## config.mk

```make
export PLATFORM = sky130hd
export DESIGN_NAME = dmem_arbiter
export DESIGN_NICKNAME = d
export VERILOG_FILES = /design/src/rtl/dmem_arb_pkg.sv /design/src/rtl/sat_counter.sv /design/src/rtl/dmem_arbiter.sv
export SDC_FILE = /design/constraint.sdc
export NUM_CORES = 1
export LEC_CHECK = 0
export CORE_AREA = 2 2 121 123
export CTS_CLUSTER_DIAMETER = 100
export DETAILED_ROUTE_END_ITERATION = 10
export DIE_AREA = 0 0 123 125
export HOLD_SLACK_MARGIN = 0.02
export MAX_ROUTING_LAYER = met4
export PLACE_DENSITY = 0.74
export SYNTH_ARGS = -nofsm -noshare
export SYNTH_HDL_FRONTEND = slang
export SYNTH_SLANG_ARGS = --single-unit
```

## constraint.sdc

```tcl
create_clock -name clk -period 2.8 [get_ports clk]
set_input_delay 0.42 -clock clk [delete_from_list [all_inputs] [get_ports clk]]
set_output_delay 0.42 -clock clk [all_outputs]
set_load 0.1 [all_outputs]
```

## src/rtl/dmem_arb_pkg.sv

```systemverilog
// Shared types and defaults for the CPU/debug data-memory arbiter.
// The grant helper holds the round-robin rule so the top level only adds reset gating.
package dmem_arb_pkg;

   localparam int DEF_AW    = 32;
   localparam int DEF_DW    = 32;
   localparam int DEF_CNT_W = 16;

   typedef enum logic [1:0] {
      GNT_NONE = 2'd0,
      GNT_CPU  = 2'd1,
      GNT_DBG  = 2'd2
   } grant_e;

   // On contention, whoever was served last yields to the other requester.
   function automatic grant_e pickGrant(input logic cpuReq, input logic dbgElig,
                                        input grant_e lastGnt);
      grant_e g;
      if (cpuReq && dbgElig) begin
         g = (lastGnt == GNT_CPU) ? GNT_DBG : GNT_CPU;
      end else if (cpuReq) begin
         g = GNT_CPU;
      end else if (dbgElig) begin
         g = GNT_DBG;
      end else begin
         g = GNT_NONE;
      end
      return g;
   endfunction

endpackage

```

## src/rtl/sat_counter.sv

```systemverilog
// Saturating up-counter: it stops at its all-ones value instead of wrapping.
// It is cleared by a synchronous active-low reset.
module sat_counter #(
   parameter int W = 16
) (
   input  logic         clk,
   input  logic         reset,
   input  logic         inc,
   output logic [W-1:0] count
);

   localparam logic [W-1:0] CNT_MAX = {W{1'b1}};
   localparam logic [W-1:0] CNT_ONE = {{(W-1){1'b0}}, 1'b1};

   // Count register with clear and saturation
   always_ff @(posedge clk) begin
      if (!reset) begin
         count <= {W{1'b0}};
      end else if (inc && (count != CNT_MAX)) begin
         count <= count + CNT_ONE;
      end else begin
         count <= count;
      end
   end

endmodule

```

## src/rtl/dmem_arbiter.sv

```systemverilog
// Shares one data-memory port between the CPU Memory stage and a debug/loader port.
// The grant is combinational. A debug access completes with a one-cycle ack that carries the registered read data.
module dmem_arbiter
   import dmem_arb_pkg::*;
#(
   parameter int AW    = DEF_AW,
   parameter int DW    = DEF_DW,
   parameter int CNT_W = DEF_CNT_W
) (
   input  logic             clk,
   input  logic             reset,
   input  logic             cpu_req,
   input  logic             cpu_we,
   input  logic [AW-1:0]    cpu_adr,
   input  logic [DW-1:0]    cpu_wd,
   output logic [DW-1:0]    cpu_rd,
   output logic             cpu_stall,
   input  logic             dbg_req,
   input  logic             dbg_we,
   input  logic [AW-1:0]    dbg_adr,
   input  logic [DW-1:0]    dbg_wd,
   output logic [DW-1:0]    dbg_rd,
   output logic             dbg_ack,
   output logic             mem_we,
   output logic [AW-1:0]    mem_a,
   output logic [DW-1:0]    mem_wd,
   input  logic [DW-1:0]    mem_rd,
   output logic [CNT_W-1:0] stall_cnt
);

   grant_e          gnt;
   grant_e          lastQ;
   logic            ackQ;
   logic            dbgElig;
   logic [DW-1:0]   dbgRdQ;

   // Grant decision. Reset forces NONE, so no write or stall escapes while reset is asserted.
   always_comb begin
      gnt     = GNT_NONE;
      dbgElig = dbg_req & ~ackQ;
      if (!reset) begin
         gnt = GNT_NONE;
      end else begin
         gnt = pickGrant(cpu_req, dbgElig, lastQ);
      end
   end

   // Steer the granted requester onto the memory port
   always_comb begin
      mem_we = 1'b0;
      mem_a  = {AW{1'b0}};
      mem_wd = {DW{1'b0}};
      case (gnt)
         GNT_CPU: begin
            mem_we = cpu_we;
            mem_a  = cpu_adr;
            mem_wd = cpu_wd;
         end
         GNT_DBG: begin
            mem_we = dbg_we;
            mem_a  = dbg_adr;
            mem_wd = dbg_wd;
         end
         default: begin
            mem_we = 1'b0;
            mem_a  = {AW{1'b0}};
            mem_wd = {DW{1'b0}};
         end
      endcase
   end

   assign cpu_stall = reset & cpu_req & (gnt != GNT_CPU);
   assign cpu_rd    = mem_rd;
   assign dbg_ack   = ackQ;
   assign dbg_rd    = dbgRdQ;

   // Round-robin history, ack pulse and captured debug read data
   always_ff @(posedge clk) begin
      if (!reset) begin
         lastQ  <= GNT_CPU;
         ackQ   <= 1'b0;
         dbgRdQ <= {DW{1'b0}};
      end else begin
         ackQ <= (gnt == GNT_DBG);
         if (gnt == GNT_DBG) begin
            dbgRdQ <= mem_rd;
         end else begin
            dbgRdQ <= dbgRdQ;
         end
         if (gnt != GNT_NONE) begin
            lastQ <= gnt;
         end else begin
            lastQ <= lastQ;
         end
      end
   end

   sat_counter #(
      .W(CNT_W)
   ) u_stallCnt (
      .clk   (clk),
      .reset (reset),
      .inc   (cpu_stall),
      .count (stall_cnt)
   );

endmodule

```

==> metrics.txt, run 1 <==
Total GRT Usage=17.74%; Total Power=3.081 mW; Synth Cell Area=3376 µm²; detailed placement HPWL=11900 µm; Slew HR=68.38%; Worst R2R Path Depth=10; Synth Register Bits=51; # nets final=851; YS warnings=0; critical path peak fanout=49; max-cap viol count=0; Area Overhead vs Synth=130.6%; drt total wl=14670 µm; CTS clk-pin slew, worst paths=0.07 ns; Cell variety after synth=37; Largest stage delay, worst path=0.47 ns; RR Endpoint=u_stallCnt.count[9]$_SDFFE_PN0P_; global-route wire length before repair=20730 µm; total grt overflow=0; First-pass DRT Iterations=6; dpl cell area=7465 µm²; Final Hold Viols=0; CP Data Arrival Time=2.35 ns; Post-synth EDFFs=0; Fin Setup TNS=0 ns; fmax=0.3612 GHz; chip height=125 µm; die area=15380 µm²; post-synth top area cell=dfxtp_1; Syn Inst Count=403; CP startpoint kind=input pin; pre-CTS setup slack=-0.07159 ns; number of global-route vias before repair=3941; slowest CP cell=clkdlybuf4s50_1; fin cells=865; cts hold-fix bufs=0; Remaining DRCs=0; area of the core=14200 µm²; placed cell count=853; Hold EP=lastQ[0]$_SDFFE_PN1P_; Die X=123 µm; Worst Slack Setup Final=0.03151 ns; layout cells sized above 1=39.35%; min Tclk post-route=2.768 ns; Final Skew=0.01069 ns; TritonCTS Sinks=51; register area share after synthesis=30.24%; drt initial violations=158; final non-filler cell area=7785 µm²; run status=complete, no violations; Power Density=395.8 nW/µm²; final core occ=54.81%; CTS tree=done; Synth top area share=30.24%; Root Buffer=clkbuf_16; worst r2r src=dbg_ack$_SDFF_PN0_; Avg Inst Size Synth=8.377 µm²; synth top area cells=dfxtp_1, a22oi_1, nor2b_1; CTS buffer count=5; async set-reset flop share out of synthesis=0%; routed len/inst=16.95 µm; starting density of the core=23.77%; Synth Flop Type=dfxtp_1; Clk Latency, worst-skew pair=0.29 ns; H-tree Lvls=2; hold slack final=0.4889 ns; Fillers=1247; peak supply drop=0.2970 mV; HP Start=lastQ[0]$_SDFFE_PN1P_; CP Cell Sequence=clkdlybuf4s50_1, nand2b_1, o211ai_1, buf_4, inv_1, ha_2, buf_12, a22oi_1, nor2b_2, buf_12; critical path required time=2.38 ns; Bufs and invs on worst path=5; Lkg Pwr=2.916 nW; pin count of the biggest net entering global routing=51; DR vias=4098; RSZ-0062 raised after global routing=yes; CP delay by family, top=buffers and inverters; critical path's most frequent cell=buf_12; Max Slew Vio Count=0; Slew @ Worst Pin=0.4708 ns; critical path type=in -> out; met2 GRT Util=34.19%; Post-Syn Nets=574; CTS Buffer Depth=2; met1 Resource Use GR=17.50%; initial antenna violation count=0; Most Crowded Layer GR=met2; IO Port Bufs=312; Final setup viols=0; Via density=4.738; crit end category=primary output; final cycle utilization of the critical path=98.87%; Final ANT Viol Nets=0; # rows=44; hold crit path type=reg -> reg; # diodes=0; IO Count=313; grt met3 use=2.874%; hold path cells=2; GP Congestion=0.8895; register-to-register setup slack=0.61 ns
report_power, final:
group	total [mW]	switching (mW)	leakage (nW)	internal [mW]
sequential	0.773	0.0184	0.415	0.755
clock	0.622	0.281	0.0759	0.341
combinational	1.69	1.02	2.42	0.666
total	3.08	1.32	2.92	1.76
cells by family (layout without fill, tap and decap cells):
family                   count (synthesis)  count (layout)  synth area share [%]
AO/OA/AOI/OAI                           94              94                 20.05
buffers and inverters                   68             346                 11.38
adder cells (fa/ha/maj)                  5               5                 1.853
multiplexers                            37              37                 10.97
flip-flops                              51              51                 30.24
AND/OR/NAND/NOR                        148             148                 25.50
worst reg2reg max path, cell delays in order (launching register included):
cell and delay [ns]:
dfxtp_4 0.34, nand2b_1 0.16, o211ai_1 0.19, buf_4 0.15
inv_1 0.04, ha_2 0.20, nand3b_4 0.18, clkinv_4 0.09
nand3_4 0.10, or4_1 0.48, a21oi_1 0.17
sequential cells by signal, indices dropped and copies added, names as in the netlist:
signal,count
lastQ,2
dbg_rd,32
dbg_ack,1
u_stallCnt.count,16
per-layer routing:
layer | vias up | wire [µm]
met2 | 226 | 8107
met3 | 24 | 1211
li1 | 1978 | -
met1 | 1870 | 4914
met5 | - | 0
met4 | 0 | 432
synth_stat cells (all sizes together) (6+ instances only):
cell type and count:
clkbuf 22, a21oi 8, o21ai 6, nand2 10, mux2i 37, nor2 37
a22oi 65, nor2b 65, nand3 9, buf 40, dfxtp 51
timing repair:
action	4_1_cts	5_1_grt
setup endpoints to repair	5	65
cloned	0	2
endpoints found under the hold margin	0	0
resized for setup	2	18
buffers inserted	0	2
pin swaps	0	1
worst max path at each step:
stage	start	endpoint	slack [ns]	depth (start not counted)
after floorplan	dbg_ack$_SDFF_PN0_	mem_a[14]	-0.02	7
after global placement	dbg_req	mem_wd[14]	-0.03	10
after detailed placement	dbg_req	mem_wd[14]	-0.07	10
after CTS	dbg_req	mem_a[19]	-0.03	10
after global routing	dbg_req	mem_a[3]	-0.04	9
final	dbg_req	mem_a[2]	0.03	10
layout by cell type (no fill, tap or decap), types with 7 or more instances in the layout:
master and count:
buf_4 95, clkdlybuf4s50_1 165, buf_12 69, nor2b_4 60
nand3_1 7, dfxtp_1 50, a22oi_2 15, nor2_1 37
a22oi_1 50, nand2_1 9, mux2i_1 37, clkbuf_16 7
a21oi_1 8
layout make-up:
class / instances / area, µm² / area share [%]
clock buffers: 5 / 125.1 / 1.607
clock inverters: 3 / 28.78 / 0.3697
inverters: 6 / 27.53 / 0.3536
multi-input cells: 284 / 2541 / 32.64
flip-flops and latches: 51 / 1025 / 13.16
well taps: 184 / 230.2 / 2.957
repair buffers: 332 / 3807 / 48.91
(Power assumes the default switching activity.)
==> run 2: changes to the inputs <==
SETUP_SLACK_MARGIN = 0.02   (was not set)
clock period = 2.9 ns   (was 2.8 ns; I/O delays follow)
==> run 2 against run 1 <==
The flow now stops in detailed routing; global-route usage is 0.17 points higher; synthesized area did not move; synthesized cell count stayed put.
==> metrics.txt, run 2 <==
GP Congestion=0.8567 (-3.7%); CTS buffer count=5 (unchanged); H-tree Lvls=2 (unchanged); Worst EP post-GRT repair=mem_a[21]; async set-reset flop share out of synthesis=0% (unchanged); register area share after synthesis=30.24% (unchanged); stop err=[ERROR DRT-0255] Maze Route cannot find path of net clk in worker of routeBox ( 96600 0 ) ( 123000 48300 ).; Synth Register Bits=51 (unchanged); Synth top area share=30.24% (unchanged); TritonCTS Sinks=51 (unchanged); largest family of logic cells by synthesized area=simple AND/OR/NAND/NOR gates; total grt overflow=0 (unchanged); detailed placement HPWL=12150 µm (+2.1%); placed cell count=857 (+0.47%); initial antenna violation count=0 (unchanged); # rows=44 (unchanged); post-synth top area cell=dfxtp_1; CTS Buffer Depth=2 (unchanged); Post-synth EDFFs=0 (unchanged); Synth Cell Area=3376 µm² (unchanged); number of global-route vias before repair=3989 (+1.2%); Exit stage=detailed routing; share of synthesized cell area in and, or, nand and nor gates=25.50% (unchanged); Syn Inst Count=403 (unchanged); Cell variety after synth=37 (unchanged); top post-synthesis cells by count=a22oi_1, nor2b_1, dfxtp_1; Worst EP kind=output port; pin count of the biggest net entering global routing=44 (-14%); global-route wire length before repair=20820 µm (+0.43%); run status=did not finish; IO Count=313 (unchanged); Compound-Gate Fraction of Synth Area=20.05% (unchanged); IO Port Bufs=312 (unchanged); Post-Syn Nets=574 (unchanged); Post-Synth XOR/XNOR Area=0% (unchanged); mux cell area share after synthesis=10.97% (unchanged); Root Buffer=clkbuf_16; Total GRT Usage=17.91% (+0.17 points); YS warnings=0 (unchanged); Synth Flop Type=dfxtp_1; synth top area cells=dfxtp_1, a22oi_1, nor2b_1; starting density of the core=23.77% (unchanged); Avg Inst Size Synth=8.377 µm² (unchanged); Die X=123 µm (unchanged); Post-Synth Adder-Cell Area=1.853% (unchanged); chip height=125 µm (unchanged)
## run 2: cells by family after synthesis
family	count (synthesis)
AOI/OAI and AO/OA	94
adders and majority gates	5
buffers and inverters	68
DFF	51
muxes	37
and+or+nand+nor	148
## run 2: repair_timing
action                                  4_1_cts  5_1_grt
cloned                                        0        5
pin swaps                                     1        4
buffers inserted                              0        6
gates resized for setup                       0       15
hold buffers                                  0        0
endpoints found under the setup margin        3       65
## run 2: through the flow
stage	hold slack (ns)	cell area [µm²]	setup WS [ns]
after floorplan	0.4547	3795	0.06209
after global placement	0.4712	7470	0.05459
after detailed placement	0.4858	7470	-0.06420
after CTS	0.5034	7621	0.02169
after global routing	0.5175	7868	-0.09138
## run 2: per-layer routing
metal,GRT usage (%)
met1,18.07
met2,34.68
met3,3.148
met4,4.679
met5,-
==> run 3: changes to the inputs <==
CTS_CLUSTER_DIAMETER = not set   (was 100)
HOLD_SLACK_MARGIN = not set   (was 0.02)
MAX_ROUTING_LAYER = not set   (was met4)
PLACE_DENSITY = not set   (was 0.74)
PLACE_DENSITY_LB_ADDON = 0.15   (was not set)
SETUP_SLACK_MARGIN = not set   (was 0.02)
==> run 3 against run 2 <==
The run now ends clean; global-route usage is 0.15 points lower.
==> metrics.txt, run 3 (synthesis gave the netlist of run 1 again) <==
critical path's most frequent cell=buf_12; critical path type=in -> out; HP Start=lastQ[0]$_SDFFE_PN1P_; initial antenna violation count=0 (unchanged); Total Power=2.893 mW; Slew HR=64.87%; Max Slew Vio Count=0; # nets final=843; dpl cell area=7402 µm² (-0.90%); # diodes=0; final core occ=53.39%; area of the core=14200 µm²; RSZ-0062 raised after global routing=no; fmax=0.3596 GHz; critical path required time=2.47 ns; detailed placement HPWL=12040 µm (-0.92%); number of global-route vias before repair=3924 (-1.6%); final cycle utilization of the critical path=95.89%; max reg flops=32; drt initial violations=147; Bufs and invs on worst path=4; Worst Slack Setup Final=0.1192 ns; CTS buffer count=5 (unchanged); CP Cell Sequence=clkdlybuf4s50_1, o211ai_1, buf_4, ha_2, buf_12, nor2b_2, buf_12; Final ANT Viol Nets=0; routed len/inst=17.09 µm; Area Overhead vs Synth=124.6%; global-route wire length before repair=21210 µm (+1.9%); commonest cells after routing, fill and taps aside=clkdlybuf4s50_1, buf_4, buf_12; Root Buffer=clkbuf_16; Largest stage delay, worst path=0.56 ns; crit end category=primary output; First-pass DRT Iterations=4; chip height=125 µm (unchanged); critical path peak fanout=40; placed cell count=848 (-1.1%); Final setup viols=0; DR vias=4003; Via density=4.671; pin count of the biggest net entering global routing=44 (unchanged); Die X=123 µm (unchanged); Remaining DRCs=0; IO Port Bufs=312 (unchanged); Fin Setup TNS=0 ns; Fillers=1307; Power Density=381.5 nW/µm²; Final Skew=0.004795 ns; Final Hold Viols=0; H-tree Lvls=2 (unchanged); GP Congestion=0.8394 (-2.0%); CP startpoint kind=input pin; pre-CTS setup slack=0.09574 ns (+0.1599 ns); CTS Buffer Depth=2 (unchanged); max-cap viol count=0; drt total wl=14640 µm; IO Count=313 (unchanged); hold crit path type=reg -> reg; peak supply drop=0.2483 mV; Total GRT Usage=17.77% (-0.15 points); CTS clk-pin slew, worst paths=0.06 ns; layout cells sized above 1=36.11%; worst r2r src=dbg_ack$_SDFF_PN0_; crit path from=cpu_req; TritonCTS Sinks=51 (unchanged); min Tclk post-route=2.781 ns; # rows=44 (unchanged); fin cells=857; Clk Latency, worst-skew pair=0.29 ns; slowest CP cell=clkdlybuf4s50_1; hold slack final=0.4920 ns; Lkg Pwr=2.841 nW; total grt overflow=0 (unchanged); run status=complete, no violations; CP delay by family, top=buffers and inverters; final non-filler cell area=7584 µm²; Slew @ Worst Pin=0.5270 ns; CP Data Arrival Time=2.35 ns; commonest non-fill, non-tap cell in the layout=clkdlybuf4s50_1; starting density of the core=23.77% (unchanged); CTS tree=done; die area=15380 µm²
run 3: final cells by class:
class                           count  area [µm²]  share of cell area [%]
Clock buffer                        6       128.9                   1.699
Clock inverter                      2       12.51                  0.1650
Inverter                            6       27.53                  0.3630
Multi-Input combinational cell    284        2409                   31.76
Sequential cell                    51        1025                   13.51
Tap cell                          184       230.2                   3.036
Timing Repair Buffer              324        3751                   49.46
run 3: worst min-delay path: cells and delay by family (launching register included):
kind | cells | cell delay (ns)
flip-flops | 1 | 0.31
AND/OR/NAND/NOR | 1 | 0.05
AO/OA/AOI/OAI | 1 | 0.07
run 3: report_power, final:
part,internal [mW],total (mW),switching (mW)
Clock,0.319,0.565,0.246
Combinational,0.617,1.58,0.964
Sequential,0.729,0.747,0.0176
run 3: path summary, 6_finish.rpt:
path	slack [ns]	endpoint	cells after the start
min	0.49	lastQ[0]$_SDFFE_PN1P_	2
max	0.12	mem_a[19]	7
max reg2reg	0.68	u_stallCnt.count[14]$_SDFFE_PN0P_	9
min reg2reg	0.49	lastQ[0]$_SDFFE_PN1P_	2
run 3: routing by layer:
| metal | track usage [%] | vias to the layer above | wire [µm] |
|---|---|---|---|
| met5 | 0 | - | 0 |
| met4 | 3.810 | 0 | 152 |
| met3 | 4.425 | 8 | 1270 |
| met2 | 34.84 | 185 | 7941 |
| met1 | 18.60 | 1853 | 5278 |
| li1 | - | 1957 | - |
run 3: repair_timing:
item,4_1_cts,5_1_grt
setup endpoints to repair,0,41
gates resized for setup,0,2
buffers inserted,0,0
hold buffers,0,0
==> run 4: changes to the inputs <==
PLACE_DENSITY = 0.66   (was not set)
PLACE_DENSITY_LB_ADDON = not set   (was 0.15)
==> run 4 against run 3 <==
Via count increased by 1.8%; global-route usage grew 1.5 points; sequential power about the same; combinational power about the same; critical path depth is 3 higher; sequential cell count stayed put; largest power group unchanged; core utilization up 0.33 points; setup slack got worse by 0.062 ns; fmax is 2.2% lower; register-to-register slack about the same; cell count increased by 0.47%; sequential share of layout area shrank 0.084 points.
==> metrics.txt, run 4 (synthesis gave the netlist of run 1 again) <==
run status=complete, no violations; dpl cell area=7425 µm² (+0.30%); fin cells=861 (+0.47%); total grt overflow=0 (unchanged); min Tclk post-route=2.843 ns (+0.06240 ns); register-to-register setup slack=0.67 ns (about the same); pin count of the biggest net entering global routing=52 (+18%); CP Data Arrival Time=2.41 ns (+0.06 ns); TritonCTS Sinks=51 (unchanged); CTS buffer count=5 (unchanged); # nets final=847 (+0.47%); chip height=125 µm (unchanged); CP startpoint kind=input pin; Root Buffer=clkbuf_16; Max Slew Vio Count=0 (unchanged); Final Skew=0.006917 ns (+0.002122 ns); critical path required time=2.47 ns (about the same); crit end category=primary output; Slew HR=65.59% (+0.72 points); hold slack final=0.4923 ns (+0.0002120 ns); global-route wire length before repair=22550 µm (+6.3%); H-tree Lvls=2 (unchanged); CTS clk-pin slew, worst paths=0.06 ns (about the same); CTS Buffer Depth=2 (unchanged); drt initial violations=112 (-24%); final cycle utilization of the critical path=98.04% (+2.2 points); commonest non-fill, non-tap cell in the layout=clkdlybuf4s50_1; Total GRT Usage=19.26% (+1.5 points); Reg area=1025 µm² (unchanged); hold crit path type=reg -> reg; layout cells sized above 1=36.63% (+0.53 points); routed len/inst=18.34 µm (+7.3%); Lkg Pwr=2.869 nW (+0.98%); initial antenna violation count=0 (unchanged); critical path type=in -> out; drt total wl=15790 µm (+7.8%); footprint of the multi-input gates=2407 µm² (about the same); Final setup viols=0 (unchanged); Via density=4.732 (+1.3%); area of the core=14200 µm² (unchanged); Slew @ Worst Pin=0.5123 ns (-0.01469 ns); number of global-route vias before repair=4005 (+2.1%); placed cell count=851 (+0.35%); IO Count=313 (unchanged); Die X=123 µm (unchanged); detailed placement HPWL=13090 µm (+8.8%); Clk Latency, worst-skew pair=0.29 ns (about the same); starting density of the core=23.77% (unchanged); final non-filler cell area=7631 µm² (+0.63%); Total Power=2.951 mW (+2.0%); fmax=0.3517 GHz (-2.2%); # diodes=0 (unchanged); max reg flops=32 (unchanged); Power Density=386.7 nW/µm² (+1.4%); CTS tree=done; die area=15380 µm² (unchanged); DR vias=4074 (+1.8%); Area Overhead vs Synth=126.1%; peak supply drop=0.2261 mV (-8.9%); commonest cells after routing, fill and taps aside=clkdlybuf4s50_1, buf_4, buf_12; Remaining DRCs=0 (unchanged); critical path peak fanout=51 (+28%); First-pass DRT Iterations=4 (unchanged); GP Congestion=0.8514 (+1.4%); IO Port Bufs=312 (unchanged); Final Hold Viols=0 (unchanged); Fillers=1291 (-1.2%); # rows=44 (unchanged); Final ANT Viol Nets=0 (unchanged); cts hold-fix bufs=0 (unchanged); max-cap viol count=0 (unchanged)
run 4: cell types whose count changed in the layout (fill, tap and decap cells not counted):
cell | previous run | this run
clkbuf_1 | 1 | 0
buf_4 | 87 | 91
clkbuf_8 | 0 | 2
clkinv_2 | 1 | 0
a21oi_2 | 0 | 1
a21oi_1 | 8 | 7
a22oi_2 | 1 | 0
a22oi_1 | 64 | 65
run 4: final timing paths:
check                                from                                 to  depth (start not counted)
setup / recovery                  dbg_req                          mem_wd[3]                         10
hold / removal    dbg_rd[13]$_SDFFE_PN0N_            dbg_rd[13]$_SDFFE_PN0N_                          2
setup reg to reg       dbg_ack$_SDFF_PN0_  u_stallCnt.count[14]$_SDFFE_PN0P_                         10
hold reg to reg   dbg_rd[13]$_SDFFE_PN0N_            dbg_rd[13]$_SDFFE_PN0N_                          2
run 4: layout make-up:
| class | count | area share [%] |
|---|---|---|
| repair buffers | 328 | 49.55 |
| multi-input cells | 284 | 31.55 |
| flip-flops and latches | 51 | 13.43 |
| well taps | 184 | 3.017 |
| clock buffers | 7 | 2.000 |
| inverters | 6 | 0.3607 |
| clock inverters | 1 | 0.09838 |
run 4: metrics by stage:
stage               setup WS [ns]  setup TNS [ns]  utilization [%]
floorplan                 0.06209               0                -
global placement          0.06339               0            52.27
detailed placement        0.02708               0            52.27
CTS                       0.03382               0            53.40
global route             -0.02063        -0.02671            53.73
finish                    0.05678               0            53.73
run 4: power by group:
part | switching (mW) | internal, mW | total, mW | leakage [nW]
clock | 0.243 | 0.367 | 0.610 | 0.0761
combinational | 0.972 | 0.622 | 1.59 | 2.38
sequential | 0.0185 | 0.730 | 0.748 | 0.415
run 4: timing repair:
action / 4_1_cts / 5_1_grt
gates resized for setup: 0 / 2
endpoints found under the setup margin: 0 / 64
buffers inserted: 0 / 1
run 4: worst max-delay path: stages:
cell,delay [ns]
clkdlybuf4s50_1,0.46
nand2b_1,0.11
o211ai_1,0.18
buf_4,0.17
inv_1,0.05
ha_2,0.20
buf_12,0.18
a22oi_1,0.33
nor2b_4,0.08
buf_12,0.17
run 4: layer usage:
layer,wire [µm],global-route usage (%),share of wire (%),vias up
li1,-,-,-,1964
met5,0,0,0,-
met2,8778,38.22,56,210
met4,352,5.682,2.2,0
met1,5149,18.54,33,1883
met3,1511,5.748,9.6,17
